[config.mk]
export PLATFORM = sky130hd
export DESIGN_NAME = dma_mem_responder
export DESIGN_NICKNAME = d
export VERILOG_FILES = /design/src/rtl/dma_pkg.sv /design/src/rtl/dma_rd_pipe.sv /design/src/rtl/dma_mem_responder.sv
export SDC_FILE = /design/constraint.sdc
export NUM_CORES = 1
export LEC_CHECK = 0
export CAP_MARGIN = 20
export CORE_MARGIN = 4
export CORE_UTILIZATION = 51
export DETAILED_ROUTE_END_ITERATION = 10
export GPL_TIMING_DRIVEN = 0
export MAX_ROUTING_LAYER = met4
export PLACE_DENSITY = 0.82
export SLEW_MARGIN = 20
export SYNTH_ARGS = -nofsm -noshare
export SYNTH_HDL_FRONTEND = slang
export SYNTH_SLANG_ARGS = --single-unit
[constraint.sdc]
create_clock -name clk -period 1.9 [get_ports clk]
set_input_delay 0.38 -clock clk [delete_from_list [all_inputs] [get_ports clk]]
set_output_delay 0.38 -clock clk [all_outputs]
set_load 0.01 [all_outputs]
[src/rtl/dma_pkg.sv]
// Types and limits shared by the ROM-to-RAM DMA engine and its memory-side responder.
package dma_pkg;

   localparam int unsigned DMA_DATA_WIDTH   = 8;
   localparam int unsigned DMA_ADDR_WIDTH   = 4;
   localparam int unsigned MAX_READ_LATENCY = 8;

   typedef logic [DMA_ADDR_WIDTH-1:0] addr_t;
   typedef logic [DMA_DATA_WIDTH-1:0] data_t;
   typedef logic [DMA_ADDR_WIDTH:0]   cnt_t;

endpackage

[src/rtl/dma_rd_pipe.sv]
// Valid+data delay line of DEPTH stages with synchronous clear.
// A stage loads data only when its incoming valid is set, so the final data holds between responses.
module dma_rd_pipe #(
   parameter int unsigned WIDTH = 8,
   parameter int unsigned DEPTH = 2
) (
   input  logic             clk,
   input  logic             clear,
   input  logic             in_valid,
   input  logic [WIDTH-1:0] in_data,
   output logic             issue,
   output logic             out_valid,
   output logic [WIDTH-1:0] out_data
);

   logic [DEPTH-1:0] vld;
   logic [WIDTH-1:0] dat [DEPTH];
   logic [DEPTH-1:0] vin;
   logic [WIDTH-1:0] din [DEPTH];

   always_comb begin
      vin    = '0;
      din[0] = in_data;
      vin[0] = in_valid;
      for (int unsigned i = 1; i < DEPTH; i++) begin
         vin[i] = vld[i-1];
         din[i] = dat[i-1];
      end
   end

   always_ff @(posedge clk) begin
      if (clear) begin
         vld <= '0;
         for (int unsigned i = 0; i < DEPTH; i++) dat[i] <= '0;
      end else begin
         for (int unsigned i = 0; i < DEPTH; i++) begin
            vld[i] <= vin[i];
            if (vin[i]) dat[i] <= din[i];
         end
      end
   end

   // High in the cycle before out_valid rises, so a counter lands together with the response.
   assign issue     = vin[DEPTH-1];
   assign out_valid = vld[DEPTH-1];
   assign out_data  = dat[DEPTH-1];

endmodule

[src/rtl/dma_mem_responder.sv]
// Memory-side responder: source ROM with fixed-latency reads and preload port,
// destination RAM with write port and one-cycle readback port.
module dma_mem_responder
   import dma_pkg::*;
#(
   parameter int unsigned DATA_WIDTH   = DMA_DATA_WIDTH,
   parameter int unsigned ADDR_WIDTH   = DMA_ADDR_WIDTH,
   parameter int unsigned READ_LATENCY = 2
) (
   input  logic                  clk,
   input  logic                  reset,
   input  logic                  rom_addr_valid,
   input  logic [ADDR_WIDTH-1:0] rom_addr,
   output logic                  rom_data_valid,
   output logic [DATA_WIDTH-1:0] rom_data,
   input  logic                  ram_addr_valid,
   input  logic                  ram_wea,
   input  logic [ADDR_WIDTH-1:0] ram_addr,
   input  logic [DATA_WIDTH-1:0] ram_data,
   input  logic                  load_en,
   input  logic [ADDR_WIDTH-1:0] load_addr,
   input  logic [DATA_WIDTH-1:0] load_data,
   input  logic                  rb_en,
   input  logic [ADDR_WIDTH-1:0] rb_addr,
   output logic                  rb_valid,
   output logic [DATA_WIDTH-1:0] rb_data,
   output logic [ADDR_WIDTH:0]   rd_count,
   output logic [ADDR_WIDTH:0]   wr_count
);

   generate
      if (READ_LATENCY < 1 || READ_LATENCY > MAX_READ_LATENCY) begin : g_bad_latency
         $error("dma_mem_responder: READ_LATENCY must be in 1..8");
      end
   endgenerate

   localparam int unsigned    DEPTH   = 2 ** ADDR_WIDTH;
   localparam logic [ADDR_WIDTH:0] CNT_ONE = 1;

   logic [DATA_WIDTH-1:0] rom_mem [DEPTH];
   logic [DATA_WIDTH-1:0] ram_mem [DEPTH];

   logic rom_accept;
   logic ram_write;
   logic rsp_issue;

   assign rom_accept = rom_addr_valid & ~reset;
   assign ram_write  = ram_wea & ram_addr_valid & ~reset;

   // Combinational array read feeds stage 0, giving read-first against a same-cycle preload.
   dma_rd_pipe #(
      .WIDTH (DATA_WIDTH),
      .DEPTH (READ_LATENCY)
   ) u_rd_pipe (
      .clk       (clk),
      .clear     (reset),
      .in_valid  (rom_accept),
      .in_data   (rom_mem[rom_addr]),
      .issue     (rsp_issue),
      .out_valid (rom_data_valid),
      .out_data  (rom_data)
   );

   always_ff @(posedge clk) begin
      if (!reset && load_en) rom_mem[load_addr] <= load_data;
   end

   always_ff @(posedge clk) begin
      if (ram_write) ram_mem[ram_addr] <= ram_data;
   end

   always_ff @(posedge clk) begin
      if (reset) begin
         rb_valid <= 1'b0;
         rb_data  <= '0;
      end else begin
         rb_valid <= rb_en;
         if (rb_en) rb_data <= ram_mem[rb_addr];
      end
   end

   always_ff @(posedge clk) begin
      if (reset) begin
         rd_count <= '0;
         wr_count <= '0;
      end else begin
         if (rsp_issue) rd_count <= rd_count + CNT_ONE;
         if (ram_write) wr_count <= wr_count + CNT_ONE;
      end
   end

endmodule

==> impl_metrics.tcl, run 1 <==
set metrics [dict create \
    status "finished, violations left" \
    violations "setup timing" \
    synth_area_um2 11500 \
    tns_ns -1.02 \
    drt-wirelength-per-cell_um 23.4 \
    final_area_um2 13700 \
    critical_path_class "input port to flip-flop" \
    min_from "reset" \
    final_layout_size_suffix_gt1_share_pct 15.7 \
    avgSynthCellArea_um2 18.3 \
    dp.cells 971 \
    drv_slew 0 \
    max_slew_margin_pct 46.6 \
    whs_endpoint "u_rd_pipe.vld[0]$_SDFF_PP0_" \
    cp-start-kind "input port" \
    grt_max_degree 17 \
    die_w_um 158 \
    nFillCells 1458 \
    antenna_found_initial 1 \
    hold_class "input port to flip-flop" \
    synth.ff_latch_count 293 \
    drt-initial-drc-count 497 \
    seq_area_frac_synth_pct 74.8 \
    fp.dieH_um 158 \
    vias_per_cell 5.86 \
    syn_inst 627 \
    timing.rr.start "u_rd_pipe.vld[0]$_SDFF_PP0_" \
    grt_overflow 0 \
    synth_top_cell_by_area "edfxtp_1" \
    end_kind "flip-flop" \
    yosys_warnings 0 \
    numPortBuffers 63 \
    wl_um 24200 \
    final-seq-area_um2 8590 \
    route.detailed.drc 0 \
    grt_pass1_vias 6084 \
    placementRows 54 \
    grtUsageTotal_pct 19.3 \
    arrival_ns 2.13 \
    rrSetupSlack_ns 0.19 \
    clock_sinks 293 \
    nets 774 \
    cts_buffer_depth 3 \
    dpl_cell_area_um2 12500 \
    setup_viol 19 \
    synthToLayoutAreaGrowth_pct 19.7 \
    vias 6046 \
    fin_util_pct 62.6 \
    clkLatencyLatePin_ns 0.55 \
    worst_slack_ns -0.0680 \
    cts_root_buffer "clkbuf_16" \
    crit_path_max_fanout 10 \
    rsz0062_at_grt "true" \
    postCtsHoldBufs 0 \
    power.total_uw 13300 \
    drv_cap 0 \
    ioPinCount 67 \
    finClkSkew_ns 0.0206 \
    peakVddDrop_uv 849 \
    cts_tree "done" \
    n_antenna_cell 0 \
    layout.cells.non_filler 1032 \
    grt_pass1_wl_um 35300 \
    min_period_ns 1.97 \
    first_pass_iters 5 \
    worstHoldPathCells 2 \
    r2r-end "u_rd_pipe.dat[0][1]$_SDFFCE_PN0P_" \
    syn-num-nets 668 \
    synth_top_area_share_pct 71.1 \
    multiInputGateArea_um2 2880 \
    dp_hpwl_um 15400 \
    synth_cell_types 31 \
    htree_num_levels 1 \
    required_ns 2.06 \
    ant_nets 0 \
    start_util_pct 52.3 \
    fin_crit_sh_pct 104 \
    cts_made_buffers 29 \
    powerDensity_nw_per_um2 968 \
    hold_viol_final 0 \
    worst_pin_slew_ns 0.799 \
    synth_area_leaders "edfxtp_1, mux2i_1, mux4_1" \
    gp_congestion 0.870 \
    core_um2 22000 \
    max_freq_mhz 508 \
    die_area_um2 25000 \
    power_leakage_uw 0.00482 \
    reg2reg_depth 6 \
    clkSlewWorstSetupHoldPaths_ns 0.06 \
]
worst max path at each step:
stage	startpoint	slack, ns	cells past startpoint	to
floorplan	reset	0.01	4	ram_mem[0][0]$_DFFE_PP_
global placement	reset	-1.07	6	rom_mem[1][0]$_DFFE_PP_
detailed placement	reset	-1.18	6	rom_mem[2][1]$_DFFE_PP_
CTS	reset	-0.06	4	rom_mem[7][1]$_DFFE_PP_
global route	ram_addr[3]	-0.12	3	ram_mem[10][4]$_DFFE_PP_
finish	reset	-0.07	5	ram_mem[2][4]$_DFFE_PP_
synth_stat cells:
master,count
a21oi_1,9
and2_1,2
nand4b_1,1
nand3_1,25
buf_2,5
o22ai_1,8
nand3b_1,2
nor2_1,39
dfxtp_1,21
o21ai_1,1
nand2_1,26
nor3_1,9
a22oi_1,24
mux2i_1,81
clkbuf_1,8
xor2_1,6
or2_2,3
nor2b_1,9
buf_1,3
mux4_2,3
buf_4,16
mux4_1,29
xnor2_1,2
nand4_1,4
ha_1,2
nand2b_1,6
and2b_2,1
or3_1,1
buf_6,5
and2b_1,4
edfxtp_1,272
state kept, by name, summed over array words and instances (netlist names):
name and flops:
ram_mem 128, rom_mem 128, u_rd_pipe.dat 16, rb_data 8, rd_count 5, wr_count 5, u_rd_pipe.vld 2, rb_valid 1
cell usage in the layout (no fill, tap or decap), types with 2 or more instances in the layout:
cell / n
edfxtp_1: 272
mux2i_1: 81
clkdlybuf4s50_1: 48
mux4_1: 29
clkbuf_16: 29
nand2_1: 25
nand3_1: 25
a22oi_1: 24
dfxtp_1: 21
buf_4: 20
nor2_4: 17
nor2_1: 16
clkbuf_1: 14
dlygate4sd2_1: 12
buf_2: 9
nor2b_1: 9
a21oi_1: 9
o22ai_1: 8
nor3_4: 7
buf_12: 7
nand2b_1: 6
nor2_2: 6
xor2_1: 6
clkinv_1: 6
buf_6: 5
and2b_1: 4
nand4_1: 4
clkinv_2: 4
or2_2: 3
mux4_2: 3
dlymetal6s2s_1: 3
nand3b_1: 2
and2_1: 2
xnor2_1: 2
ha_1: 2
inv_6: 2
bufinv_16: 2
stage by stage:
stage,setup slack (ns),hold slack (ns)
floorplan,0.00956,0.475
global placement,-1.07,0.444
detailed placement,-1.18,0.454
CTS,-0.0639,0.427
global route,-0.120,0.445
finish,-0.0680,0.448
logic make-up (layout without fill, tap and decap cells):
| logic type | after synthesis | in the layout | share of synthesized area (%) |
|---|---|---|---|
| AO/OA/AOI/OAI | 42 | 42 | 2.44 |
| XOR/XNOR | 8 | 8 | 0.610 |
| adder cells (fa/ha/maj) | 2 | 2 | 0.218 |
| buffers and inverters | 37 | 162 | 2.11 |
| flip-flops | 293 | 293 | 74.8 |
| multiplexers | 113 | 113 | 14.3 |
| AND/OR/NAND/NOR | 132 | 132 | 5.51 |
cell type report:
| class | instances | area share (%) |
|---|---|---|
| plain buffers | 37 | 1.79 |
| flip-flops and latches | 293 | 62.5 |
| repair buffers | 75 | 5.81 |
| well taps | 280 | 2.55 |
| multi-input cells | 297 | 21.0 |
| clock buffers | 36 | 5.47 |
| clock inverters | 14 | 0.874 |
power breakdown:
part	internal [uW]	switching (uW)
clock	3050	2230
combinational	345	467
sequential	7160	36.5
layer usage:
| layer | GRT usage [%] | up-vias | routed length, um |
|---|---|---|---|
| met5 | - | - | 0 |
| met4 | 6.54 | 0 | 870 |
| met3 | 3.01 | 62 | 1570 |
| met2 | 32.8 | 248 | 12500 |
| met1 | 24.0 | 3034 | 9190 |
| li1 | - | 2702 | - |
worst max-delay path, cell delays in order:
cell	delay [ns]
clkdlybuf4s50_1	0.43
buf_2	0.24
nor2_1	0.17
nand3b_1	0.24
nor3_2	0.66
what timing repair did:
action                                  CTS  global route
resized for setup                        54            20
endpoints found under the setup margin  272           215
setup buffers                             2             9
gates cloned                              0             0
pin swaps                                 3             6
Power figures use the tool's default switching activity.
==> inputs of run 2 (changes only) <==
Clock period 1.9 ns to 1.6 ns, I/O delays scaled along.
==> run 2 against run 1 <==
Net effect: the flow now finishes without violations; core utilization increased by 0.93 points; wire length up 1.1%; global-route usage grew 0.90 points; worst hold slack got worse by 0.23 ns; critical endpoint is now u_rd_pipe.dat[0][6]$_SDFFCE_PN0P_; critical path depth fell by 2; non-clock buffer count up 6; total power grew 21%; worst setup slack gained 0.098 ns; sequential power rose by 19%; clock-buffer cell count decreased by 4.
==> impl_metrics.tcl, run 2 (synthesized netlist as in run 1, its figures left out) <==
set metrics [dict create \
    status "completed" \
    setup_viol 0 \
    min_period_ns 1.57 \
    dp_hpwl_um 15200 \
    grt_pass1_wl_um 36900 \
    cts_root_buffer "clkbuf_16" \
    grtUsageTotal_pct 20.2 \
    n_antenna_cell 0 \
    clock_power_share_pct 40.4 \
    clkSlewWorstSetupHoldPaths_ns 0.06 \
    core_um2 22000 \
    finClkSkew_ns 0.0109 \
    seq_power_share_pct 53.3 \
    synthToLayoutAreaGrowth_pct 21.5 \
    gp_congestion 0.879 \
    cp_slowest_cell "mux4_2" \
    rsz0062_at_grt "true" \
    drv_cap 0 \
    cp_cell_sequence "mux4_2, mux2i_2, o22ai_1" \
    tns_ns 0 \
    nFillCells 1441 \
    nets 780 \
    p_int_uw 12700 \
    vias_per_cell 5.81 \
    powerDensity_nw_per_um2 1150 \
    antenna_found_initial 0 \
    crit_family "multiplexers" \
    use_met2_pct 35.3 \
    fp.dieH_um 158 \
    grt_overflow 0 \
    combPwrFrac_pct 6.2 \
    multiInputGateArea_um2 3000 \
    grt_max_degree 17 \
    drt-wirelength-per-cell_um 23.4 \
    arrival_ns 1.84 \
    crit_path_max_fanout 1 \
    final-seq-area_um2 8590 \
    power_leakage_uw 0.00490 \
    p_sw_share_pct 20.8 \
    hold_class "input port to flip-flop" \
    required_ns 1.87 \
    use_met1_pct 25.2 \
    grt_pass1_vias 6218 \
    first_pass_iters 5 \
    dpl_cell_area_um2 12500 \
    die_area_um2 25000 \
    worst_pin_slew_ns 0.774 \
    top_usage_layer "met2" \
    cts_tree "done" \
    wl_um 24400 \
    worst_path_largest_cell_delay_ns 0.54 \
    final_area_um2 13900 \
    end_kind "flip-flop" \
    switching_power_uw 3330 \
    hold_viol_final 0 \
    numPortBuffers 63 \
    place_ws_ns -1.01 \
    grtUsageMet3_pct 2.76 \
    placementRows 54 \
    ioPinCount 67 \
    peakVddDrop_uv 1000 \
    worst_slack_ns 0.0300 \
    vias 6050 \
    layout_common_cells "edfxtp_1, mux2i_1, clkbuf_16, clkdlybuf4s50_1" \
    fin_crit_sh_pct 98.1 \
    drt-initial-drc-count 505 \
    max_slew_margin_pct 48.2 \
    max_freq_mhz 637 \
    final_layout_size_suffix_gt1_share_pct 21.1 \
    htree_num_levels 1 \
    cp-start-kind "flip-flop" \
    clock_sinks 293 \
    path_buf_inv 0 \
    power.total_uw 16000 \
    critical_path_class "flip-flop to flip-flop" \
    top_regs "ram_mem x128, rom_mem x128, u_rd_pipe.dat x16" \
    ant_nets 0 \
    route.detailed.drc 0 \
    drv_slew 0 \
    clkLatencyLatePin_ns 0.54 \
    cts_made_buffers 29 \
    die_w_um 158 \
    mostFrequentLayoutCell "edfxtp_1" \
    cts_buffer_depth 3 \
    start_util_pct 52.3 \
    fin_util_pct 63.5 \
]
-- run 2: cell types whose count changed in the layout (fill, tap and decap cells not counted), moves of 4 or more --
cell             previous run  this run
clkbuf_1                   14         7
nor2_4                     17        25
clkdlybuf4s50_1            48        29
clkinv_1                    6        14
mux2i_2                     0         5
clkbuf_2                    0         4
mux4_1                     29        25
dlygate4sd2_1              12        24
nor2_2                      6         0
buf_4                      20        25
mux4_2                      3         7
mux2i_1                    81        75
-- run 2: area by class of cell --
class | count | share of cell area, %
well taps | 280 | 2.51
flip-flops and latches | 293 | 61.6
plain buffers | 37 | 1.92
repair buffers | 81 | 5.92
multi-input cells | 297 | 21.5
clock buffers | 32 | 5.29
clock inverters | 22 | 1.25
-- run 2: power groups by stage --
stage	logic, uW	clock network (uW)	registers (uW)
final	995	6480	8550
after global routing	1060	6920	8550
after CTS	971	6560	8550
after detailed placement	935	0	8710
after global placement	897	0	8700
after floorplan	471	0	8710
-- run 2: worst paths after layout --
check                                from                                 to  cells past startpoint  slack (ns)
setup reg to reg  rom_mem[2][6]$_DFFE_PP_  u_rd_pipe.dat[0][6]$_SDFFCE_PN0P_                      3        0.03
setup / recovery  rom_mem[2][6]$_DFFE_PP_  u_rd_pipe.dat[0][6]$_SDFFCE_PN0P_                      3        0.03
hold / removal                      reset        u_rd_pipe.vld[0]$_SDFF_PP0_                      2        0.22
hold reg to reg   rb_data[0]$_SDFFE_PP0P_            rb_data[0]$_SDFFE_PP0P_                      2        0.46
-- run 2: what timing repair did --
action / CTS / global route
hold buffers: 0 / 0
pin swaps: 13 / 5
buffers inserted: 15 / 3
cloned: 0 / 0
endpoints found under the setup margin: 299 / 238
gates resized for setup: 120 / 29
endpoints found under the hold margin: 0 / 0
-- run 2: routing by layer --
metal	routed length [um]	vias to the layer above
li1	-	2725
met5	0	-
met2	12800	223
met4	638	0
met3	1350	41
met1	9630	3061
-- run 2: stage by stage --
step | hold WS (ns) | std cells
after CTS | 0.192 | 1039
after global routing | 0.223 | 1042
after global placement | 0.445 | 970
final | 0.215 | 1042
after detailed placement | 0.450 | 970
after floorplan | 0.415 | 627
